## src/rtl/rle_pkg.sv

```systemverilog
// rtl/rle_pkg.sv - shared types, constants and round-robin helper for the RLE frame arbiter
package rle_pkg;

  typedef enum logic [1:0] {
    IDLE,
    STREAM,
    FLUSH,
    GAP
  } arb_state_t;

  localparam int FLUSH_PULSE_W = 1;
  localparam int RR_MAX        = 8;

  // First set request after 'last', wrapping modulo n; keeps 'last' when nothing is requesting.
  function automatic logic [2:0] rr_pick(input logic [RR_MAX-1:0] req,
                                         input logic [2:0]        last,
                                         input int                n);
    logic [2:0] pick;
    logic [2:0] idx;
    pick = last;
    for (int k = RR_MAX; k >= 1; k--) begin
      if (k <= n) begin
        idx = 3'((int'(last) + k) % n);
        if (req[idx]) pick = idx;
      end
    end
    return pick;
  endfunction

endpackage

```

## src/rtl/rle_rr_picker.sv

```systemverilog
// rtl/rle_rr_picker.sv - combinational round-robin priority picker
module rle_rr_picker
  import rle_pkg::*;
#(
  parameter int NUM_REQ = 4,
  parameter int SRC_W   = 2
) (
  input  logic [NUM_REQ-1:0] req,
  input  logic [SRC_W-1:0]   last,
  output logic [SRC_W-1:0]   pick,
  output logic               any
);

  logic [RR_MAX-1:0] req_ext;
  logic [2:0]        last_ext;
  logic [2:0]        pick_ext;

  // Widen to the helper's fixed width and search from the slot after the previous owner.
  always_comb begin
    req_ext                = '0;
    req_ext[NUM_REQ-1:0]   = req;
    last_ext               = 3'(last);
    pick_ext               = rr_pick(req_ext, last_ext, NUM_REQ);
    pick                   = SRC_W'(pick_ext);
    any                    = |req;
  end

endmodule

```

## src/rtl/rle_frame_arbiter.sv

```systemverilog
// rtl/rle_frame_arbiter.sv - round-robin frame arbiter feeding the shared RLE compressor
module rle_frame_arbiter
  import rle_pkg::*;
#(
  parameter int  NUM_REQ       = 4,
  parameter int  LEN_W         = 16,
  parameter int  STALL_TIMEOUT = 16,
  parameter int  GAP_CYCLES    = 1,
  localparam int SRC_W         = (NUM_REQ > 1) ? $clog2(NUM_REQ) : 1
) (
  input  logic                 clk,
  input  logic                 rst_n,
  input  logic [NUM_REQ-1:0]   req_valid,
  input  logic [NUM_REQ*8-1:0] req_data,
  input  logic [NUM_REQ-1:0]   req_last,
  output logic [NUM_REQ-1:0]   req_ready,
  output logic [7:0]           data_in,
  output logic                 valid_in,
  output logic                 cmp_flush,
  output logic [SRC_W-1:0]     cmp_src,
  output logic                 frame_done,
  output logic [LEN_W-1:0]     frame_len,
  output logic                 timeout_err,
  output logic                 busy
);

  localparam int STALL_W = (STALL_TIMEOUT > 0) ? $clog2(STALL_TIMEOUT + 1) : 1;
  localparam int GAP_W   = $clog2(GAP_CYCLES + 1);
  localparam logic [LEN_W-1:0] LEN_MAX = '1;

  arb_state_t               state, state_nxt;
  logic [SRC_W-1:0]         grant, last_grant, pick;
  logic                     any;
  logic [STALL_W-1:0]       stall_cnt, stall_nxt;
  logic [GAP_W-1:0]         gap_cnt;
  logic [LEN_W-1:0]         len_cnt;
  logic                     abort;
  logic                     xfer, stall_hit;
  logic                     sel_valid, sel_last;
  logic [7:0]               sel_data;
  logic [FLUSH_PULSE_W-1:0] flush_q;

  assign cmp_flush = flush_q[0];

  rle_rr_picker #(
    .NUM_REQ (NUM_REQ),
    .SRC_W   (SRC_W)
  ) u_picker (
    .req  (req_valid),
    .last (last_grant),
    .pick (pick),
    .any  (any)
  );

  // Owner's lane select and ready; ready depends only on state and grant.
  always_comb begin
    sel_valid = 1'b0;
    sel_last  = 1'b0;
    sel_data  = '0;
    req_ready = '0;
    for (int i = 0; i < NUM_REQ; i++) begin
      if (grant == SRC_W'(i)) begin
        sel_valid    = req_valid[i];
        sel_last     = req_last[i];
        sel_data     = req_data[8*i +: 8];
        req_ready[i] = (state == STREAM);
      end
    end
  end

  // Next-state logic: frame ends on a last-byte transfer or when the owner idles too long.
  always_comb begin
    state_nxt = state;
    busy      = (state != IDLE);
    xfer      = 1'b0;
    stall_hit = 1'b0;
    stall_nxt = stall_cnt;
    case (state)
      IDLE:   if (any) state_nxt = STREAM;
      STREAM: begin
        xfer      = sel_valid;
        stall_nxt = xfer ? '0 : stall_cnt + STALL_W'(1);
        stall_hit = (STALL_TIMEOUT != 0) && !xfer && (stall_nxt == STALL_W'(STALL_TIMEOUT));
        if ((xfer && sel_last) || stall_hit) state_nxt = FLUSH;
      end
      FLUSH:  state_nxt = GAP;
      GAP:    if (gap_cnt == GAP_W'(GAP_CYCLES - 1)) state_nxt = IDLE;
      default: state_nxt = IDLE;
    endcase
  end

  // State register.
  always_ff @(posedge clk or negedge rst_n) begin
    if (!rst_n) state <= IDLE;
    else        state <= state_nxt;
  end

  // Grant capture, byte forwarding, frame counters and end-of-frame pulses.
  always_ff @(posedge clk or negedge rst_n) begin
    if (!rst_n) begin
      grant       <= '0;
      last_grant  <= SRC_W'(NUM_REQ - 1);
      cmp_src     <= '0;
      data_in     <= '0;
      valid_in    <= 1'b0;
      flush_q     <= '0;
      frame_done  <= 1'b0;
      frame_len   <= '0;
      timeout_err <= 1'b0;
      stall_cnt   <= '0;
      gap_cnt     <= '0;
      len_cnt     <= '0;
      abort       <= 1'b0;
    end else begin
      valid_in    <= xfer;
      flush_q     <= '0;
      frame_done  <= 1'b0;
      timeout_err <= 1'b0;
      if (xfer) data_in <= sel_data;
      case (state)
        IDLE: begin
          if (any) begin
            grant      <= pick;
            last_grant <= pick;
            cmp_src    <= pick;
            stall_cnt  <= '0;
          end
        end
        STREAM: begin
          stall_cnt <= stall_nxt;
          if (xfer && (len_cnt != LEN_MAX)) len_cnt <= len_cnt + LEN_W'(1);
          if (stall_hit) abort <= 1'b1;
        end
        FLUSH: begin
          flush_q     <= '1;
          frame_done  <= 1'b1;
          frame_len   <= len_cnt;
          timeout_err <= abort;
          len_cnt     <= '0;
          abort       <= 1'b0;
          stall_cnt   <= '0;
          gap_cnt     <= '0;
        end
        GAP:     gap_cnt <= gap_cnt + GAP_W'(1);
        default: ;
      endcase
    end
  end

endmodule
```

## config.mk

```make
export PLATFORM = sky130hd
export DESIGN_NAME = rle_frame_arbiter
export DESIGN_NICKNAME = d
export VERILOG_FILES = /design/src/rtl/rle_pkg.sv /design/src/rtl/rle_rr_picker.sv /design/src/rtl/rle_frame_arbiter.sv
export SDC_FILE = /design/constraint.sdc
export NUM_CORES = 1
export LEC_CHECK = 0
export ABC_AREA = 1
export ABC_CLOCK_PERIOD_IN_PS = 2050
export CAP_MARGIN = 15
export CELL_PAD_IN_SITES_DETAIL_PLACEMENT = 0
export CELL_PAD_IN_SITES_GLOBAL_PLACEMENT = 1
export CORE_AREA = 8 8 81 137
export DETAILED_ROUTE_END_ITERATION = 8
export DIE_AREA = 0 0 89 145
export MAX_ROUTING_LAYER = met4
export PLACE_DENSITY = 0.87
export SLEW_MARGIN = 10
export SYNTH_ARGS = -nofsm -noshare
export SYNTH_HDL_FRONTEND = slang
export SYNTH_SLANG_ARGS = --single-unit
```

## constraint.sdc

```tcl
create_clock -name clk -period 2.05 [get_ports clk]
set_clock_uncertainty 0.1 [all_clocks]
set_input_delay 0.3075 -clock clk [delete_from_list [all_inputs] [get_ports clk]]
set_output_delay 0.3075 -clock clk [all_outputs]
set_load 0.01 [all_outputs]
```

# Word-level counts from Yosys, hierarchy flattened
# Index checks and enable logic that the tools add are counted.
# W data, S select, Z words.
# totals
word_cells,105
regBits,56
memories,0
rom_bits,0
out_inout_bits,35
ramBits,0
latchBits,0
# classes
n_lt_le_gt_ge,4
reduce_logical,21
n_bitwise,4
n_mux,44
eq_ne,13
n_mul,0
add_sub_neg,7
n_shift,0
div,0
# ops
op,count
$mux W8,4
$pmux W16 S2,1
$mux W1,21
$add A16 B1 Y16 const B,1
$lt A3 B4 Y1 const B,4
$mux W16,1
$ne A16 B16 Y1 const B,1
$pmux W5 S3,1
$mux W2,7
$bmux W1 S3,4
$mux W5,2
$eq A2 B2 Y1 const B,4
$pmux W2 S4,1
$reduce_and A2 Y1,4
$reduce_or A2 Y1,4
$ne A2 B2 Y1 const B,3
$reduce_bool A2 Y1,3
$add A5 B1 Y5 const B,1
$eq A5 B5 Y1 const B,1
$add A2 B1 Y2 const B,2
$add A2 B2 Y2 const B,2
$and A1 B1 Y1 const A,4
$eq A2 B1 Y1 const B,2
$logic_not A2 Y1,2
other kinds (9),13

# Longest topological paths before layout
# Gate-level depths: netlist (run 1).
# depth
ltp_word,11
mapped_depth,11

# Cells and area by module
# From an unflattened synthesis (run 1), not the netlist that was laid out.
# unflattened
cells_unflattened,412
hier_area_um2,3264.4
# modules_own_cells
mod,area_per_inst_um2,cells_each,n_inst
rle_frame_arbiter,3060.4,369,1
rle_rr_picker,203.9,43,1

# Worst setup path before layout (run 1)
# No wires, ideal clock.
# synth_timing
path_kind,reg-to-reg
start,register state[1]
end,register len_cnt[7]
t_arrival_ns,1.551
n_path_buf,1
period_less_slack_ns,1.771
setup_slack_ns,0.279
path_stages_with_launch,9
path_cell_list,dfrtp_1 -> inv_1 -> ha_1 -> clkinv_1 -> nand2_1 -> nand2_4 -> buf_12 -> nand2_2 -> o21ai_2
# synth_between
elab_chain_cells,5
# synth_rtl
element,line,source
"start, declared",rle_frame_arbiter.sv:31,"arb_state_t state, state_nxt;"
"start signal, assigned",rle_frame_arbiter.sv:95,else state <= state_nxt;
$eq A2 B1 Y1,"rle_frame_arbiter.sv:78, rle_frame_arbiter.sv:120",
$mux W1,rle_frame_arbiter.sv:78,case (state)
$logic_and A1 B1 Y1,rle_frame_arbiter.sv:131,if (xfer && (len_cnt != LEN_MAX)) len_cnt <= len_cnt + LEN_W'(1);
$ne A2 B1 Y1 (no source line),n/a,
$reduce_and A2 Y1 (no source line),n/a,
"end signal, assigned",rle_frame_arbiter.sv:131,
"end, declared",rle_frame_arbiter.sv:36,logic [LEN_W-1:0] len_cnt;
# Several ways; a longest one is shown, not always the timed one.
# A chain may end at the register's enable or synchronous reset.

# Final worst setup path (run 1)
# layout_timing
start,register state[1]
end,output req_ready[0]
# layout_between
elab_chain_cells,2
# layout_rtl
element,line,source
$eq A2 B1 Y1,rle_frame_arbiter.sv:66,req_ready[i] = (state == STREAM);
$mux W1,rle_frame_arbiter.sv:62,if (grant == SRC_W'(i)) begin
"end, declared",rle_frame_arbiter.sv:16,"output logic [NUM_REQ-1:0] req_ready,"
# No other way between the ends.

==> reports/results.ini, run 1 <==
[power]
peakVddDrop_v=0.000447
leakagePower_uw=0.00204
power_density_nw_per_um2=1170

[sta]
tns_ns=0
fmax_ghz=0.509
worst_slew_pin_slew_ns=0.471
slew_viol_final=0
slew_headroom_pct=68.6
min_period_ns=1.97
rsz0062_at_grt=false
hold_viol_final=0
fin_crit_sh_pct=95.9
setup_violations=0

[final_layout]
nets=551
nFillCells=949
stdcell_count=626
final_cell_mix=nand2_1 (136), clkdlybuf4s50_1 (70), dfrtp_1 (52)
final_area_um2=4360
drive_above_1_share_pct=11.5
area_growth_pct=34.3
final_util_pct=46.9
antenna_cells=0
final_common_cell=nand2_1

[yosys]
synth_nets=461
syn_area_um2=3250
ys_seq_area_share_pct=43.3
ys_warn_count=0
synth_cells=413
ys_ff_latch=56
ys_types=32
avgSynthCellArea_um2=7.86

[setup_path]
cp-end-kind=output pin
cp-start-kind=flip-flop
arrival_ns=1.56
cp.required_ns=1.64
reg2reg_setup_slack_ns=0.17
critical_path_class=flip-flop to output pin
r2r_end=len_cnt[3]
crit_path_max_fanout=7
ff2ff_path_depth=10
rr_startpoint=grant[0]

[grt]
track_usage_pct=16.0
grt_overflow_total=0
grt_pass1_vias=3162
grt_pass1_wl_um=15700
antenna_found_initial=0
grt_max_degree=31

[route]
dr_total_vias=3060
wl_um=9710
routed_via_density=4.89
drt_iter0_drc=138
drc=0
ant_nets=0
wl_per_cell_um=15.5
first_pass_iters=4

[clock_network]
cts_tree=yes
clock_sinks=56
cts.path.max_buffers=2
worstSkewPairLatency_ns=0.29
cts_max_level=2
cts_buffers=5
cts_root_buf=clkbuf_16
clk_transition_reported_paths_ns=0.07

[die]
core_um2=9290
placementRows=47
start_util_pct=34.9
die_h_um=145
die_w_um=89
die_area_um2=12900
ios=77

[worst_hold_path]
hp-class=flip-flop to flip-flop
whs_endpoint=data_in[7]
hp-start=data_in[7]
min_path_cells=2

[place]
io_buffers=76
dp_hpwl_um=7830
dpl.cell_count=617
placed_area_um2=4210
gp_congestion=0.913

[job]
drv_cap=0

[run_status]
outcome=finished, final reports clean

==> critical path, stage by stage (launching register included) <==
cell	delay, ns
dfrtp_1	0.38
inv_1	0.08
ha_1	0.20
clkinv_2	0.12
nor3_1	0.18
dlygate4sd2_1	0.31
==> what timing repair did <==
item                                    CTS  global route
resized for setup                         6             2
pin swaps                                 0             0
endpoints found under the setup margin    5             8
setup buffers                             0             0
hold buffers                              1             0
endpoints found under the hold margin    15             0
==> per-stage QoR <==
stage                     setup WS [ns]  hold slack, ns  total power [uW]
after global placement           0.0670           0.185              4270
after global routing             0.0156           0.388              5520
final                            0.0842           0.370              5110
after detailed placement         0.0289           0.188              4320
after CTS                        0.0866           0.373              5150
after floorplan                   0.279         -0.0881              3330
==> kinds of logic after synthesis <==
| kind of cell | count (synthesis) | share of synthesized area, % |
|---|---|---|
| and+or+nand+nor | 241 | 34.3 |
| DFF | 56 | 43.3 |
| adders and majority gates | 6 | 2.31 |
| AOI/OAI and AO/OA | 45 | 8.56 |
| xor gates and xnor gates | 15 | 4.05 |
| buffers and inverters | 50 | 7.48 |
==> per-layer routing <==
metal / GRT usage [%] / vias to the layer above / wire length [um] / part of all wire, %
li1: - / 1514 / - / -
met4: 9.72 / 0 / 499 / 5.1
met1: 15.0 / 1435 / 3480 / 36
met2: 29.4 / 78 / 5480 / 56
met5: - / - / 0 / 0
met3: 1.58 / 33 / 237 / 2.4
==> cell type report <==
cell class | instances | area (um^2) | share of cell area (%)
tap | 122 | 153 | 3.50
clock inverter | 1 | 8.76 | 0.201
multi-input combinational | 307 | 1600 | 36.7
timing repair buffer | 97 | 922 | 21.2
inverter | 36 | 136 | 3.13
sequential | 56 | 1410 | 32.3
clock buffer | 7 | 133 | 3.04
==> synthesized netlist by cell type (all sizes together) <==
cell    instances  area (um^2)
o21ai          35          201
clkinv          3         11.3
and3            1         6.26
nor2           25          126
a21oi           4         20.0
inv            33          124
dfrtp          54         1350
ha              6         75.1
xor2           15          131
buf             8         85.1
nand4          14         87.6
clkbuf          6         22.5
nand3          44          245
o22ai           2         12.5
o211ai          2         15.0
dfstp           2         52.6
nand2         145          582
o31ai           2         28.8
nand3b          1         7.51
nor3           11         60.1
==> power by group <==
part | internal, uW | switching (uW)
logic | 1060 | 1670
clock network | 457 | 382
registers | 1350 | 191
==> how the worst max path moves through the flow <==
stage | start | to | slack, ns
3_5_place_dp | req_valid[1] | state[0] | 0.03
2_1_floorplan | state[1] | len_cnt[7] | 0.28
5_1_grt | state[1] | req_ready[0] | 0.02
4_1_cts | state[1] | req_ready[0] | 0.09
6_report | state[1] | req_ready[0] | 0.08
3_3_place_gp | req_valid[1] | state[0] | 0.07
==> state kept, by name, summed over array words and instances (netlist names) <==
register / count
frame_len: 16
last_grant: 2
len_cnt: 16
abort: 1
state: 2
stall_cnt: 5
timeout_err: 1
grant: 2
valid_in: 1
cmp_flush: 1
gap_cnt: 1
data_in: 8
Note: power is estimated with default switching activity, not from simulation.
==> run 2, diff against run 1 <==
CORE_AREA = 8 8 104 106   (was 8 8 81 137)
DIE_AREA = 0 0 112 114   (was 0 0 89 145)
PLACE_DENSITY = 0.88   (was 0.87)
==> run 2 against run 1 <==
Register-to-register slack hardly changed. Critical path depth stayed put. Clock power is 9.3% lower. Utilization is 0.78 points higher. Sequential power hardly changed. Maximum frequency is 1.7% higher. Die area is 1.1% lower. Largest cell class unchanged.
==> reports/results.ini, run 2 (synthesis results as in run 1) <==
[run_status]
outcome=finished, final reports clean

[setup_path]
cp-end-kind=output pin
cp.required_ns=1.64  ; about the same
rr_startpoint=len_cnt[1]
path_cells=buf_4, ha_1, clkinv_2, nor3_1, dlygate4sd2_1
crit_path_max_fanout=5  ; -2
ff2ff_path_depth=8  ; -2
cp_num_buf_inv=3  ; unchanged
crit_path_top_delay_cell=dfrtp_1
critical_path.top_delay_family=buffers and inverters
crit_start=state[0]
critical_path_class=flip-flop to output pin
max_stage_delay_ns=0.36  ; -0.02 ns
cp-start-kind=flip-flop
arrival_ns=1.53  ; -0.03 ns
reg2reg_setup_slack_ns=0.17  ; about the same
crit_cells=5  ; unchanged

[sta]
setup_violations=0  ; unchanged
min_period_ns=1.93  ; -0.0320 ns
slew_headroom_pct=63.7  ; -4.8 points
tns_ns=0  ; unchanged
rsz0062_at_grt=false
fmax_ghz=0.517  ; +1.7%
fin_crit_sh_pct=94.3  ; -1.6 points
worst_slew_pin_slew_ns=0.544  ; +0.0723 ns
setup_slack_ns=0.116  ; +0.0320 ns
slew_viol_final=0  ; unchanged
hold_viol_final=0  ; unchanged

[place]
dp_slack_ns=0.00684  ; -0.0221 ns
placed_area_um2=4200  ; -0.21%
dp_hpwl_um=6500  ; -17%
io_buffers=76  ; unchanged
gp_congestion=0.843  ; -7.7%

[die]
placementRows=35  ; -26%
die_w_um=112  ; +26%
core_um2=9110  ; -2.0%
start_util_pct=35.6  ; +0.70 points
ios=77  ; unchanged
die_h_um=114  ; -21%
die_area_um2=12800  ; -1.1%

[clock_network]
cts_root_buf=clkbuf_8
cts_buffers=5  ; unchanged
cts_tree=yes
cts_max_level=2  ; unchanged
clock_sinks=56  ; unchanged
clk_transition_reported_paths_ns=0.09  ; +0.02 ns
worstSkewPairLatency_ns=0.31  ; +0.02 ns
cts.path.max_buffers=2  ; unchanged

[route]
wl_per_cell_um=13.7  ; -12%
wl_um=8410  ; -13%
first_pass_iters=4  ; unchanged
drt_iter0_drc=150  ; +8.7%
ant_nets=0  ; unchanged
dr_total_vias=2970  ; -2.9%
routed_via_density=4.83  ; -1.2%
drc=0  ; unchanged

[grt]
track_usage_pct=13.7  ; -2.3 points
grt_overflow_total=0  ; unchanged
antenna_found_initial=0  ; unchanged
grt_pass1_vias=2931  ; -7.3%
grt_pass1_wl_um=14300  ; -8.8%
grt_max_degree=34  ; +9.7%

[worst_hold_path]
min_path_cells=1  ; -1
hp-start=gap_cnt
hp-class=flip-flop to flip-flop

[power]
power_density_nw_per_um2=1150  ; -2.2%
leakagePower_uw=0.00204  ; about the same
peakVddDrop_v=0.000458  ; +2.4%
finalPower_uw=4980  ; -2.6%

[final_layout]
final_cell_mix=nand2_1 (135), clkdlybuf4s50_1 (70), dfrtp_1 (53)
antenna_cells=0  ; unchanged
drive_above_1_share_pct=12.3  ; +0.79 points
final_common_cell=nand2_1
area_growth_pct=33.8
top_regs=frame_len: 16 flops, len_cnt: 16 flops, data_in: 8 flops
final_area_um2=4340  ; -0.34%
nets=551  ; unchanged

[job]
drv_cap=0  ; unchanged

## run 2: cell types whose count changed in the layout (fill, tap and decap cells not counted), sizes merged
cell,delta
dlygate4sd2,-3
bufinv,+1
clkbuf,+1
dlymetal6s2s,+1
## run 2: report_power, final
part	switching [uW]	total [uW]	internal, uW
combinational	1580	2660	1080
sequential	203	1550	1350
clock	361	761	400
## run 2: layout make-up
| type | instances | area [um^2] |
|---|---|---|
| Fill cell | 877 | 4770 |
| Multi-Input combinational cell | 307 | 1610 |
| Sequential cell | 56 | 1410 |
| Timing Repair Buffer | 97 | 931 |
| Tap cell | 111 | 139 |
| Inverter | 36 | 136 |
| Clock buffer | 6 | 82.6 |
| Clock inverter | 2 | 38.8 |
## run 2: per-stage QoR
step / hold WS [ns] / cells / utilization, %
after global routing: 0.411 / 615 / 47.7
after global placement: 0.214 / 605 / 46.1
after CTS: 0.379 / 615 / 47.6
after floorplan: -0.0881 / 413 / -
after detailed placement: 0.222 / 605 / 46.1
final: 0.378 / 615 / 47.7
## run 2: routing by layer
layer,global-route usage (%),routed length (um),vias to the layer above
met5,-,0,-
met4,3.96,61,0
met3,2.59,369,4
met2,22.6,3940,63
met1,16.8,4040,1377
li1,-,-,1526
## run 2: timing repair
action / 4_1_cts / 5_1_grt
hold endpoints to repair: 20 / 0
pin swaps: 0 / 1
hold buffers: 1 / 0
buffers inserted: 1 / 0
endpoints found under the setup margin: 5 / 7
resized for setup: 5 / 8
## run 2: final timing paths
path / to
worst max-delay path: req_ready[0]
worst min-delay path: gap_cnt
worst max register to register: len_cnt[3]
worst min register to register: gap_cnt
max in group asynchronous: frame_len[7]
min in group asynchronous: frame_len[1]
==> run 3, diff against run 2 <==
GPL_ROUTABILITY_DRIVEN = 0   (was not set)
==> results of run 3 <==
No change in the layout: final DEF, timing and power equal those of run 2.
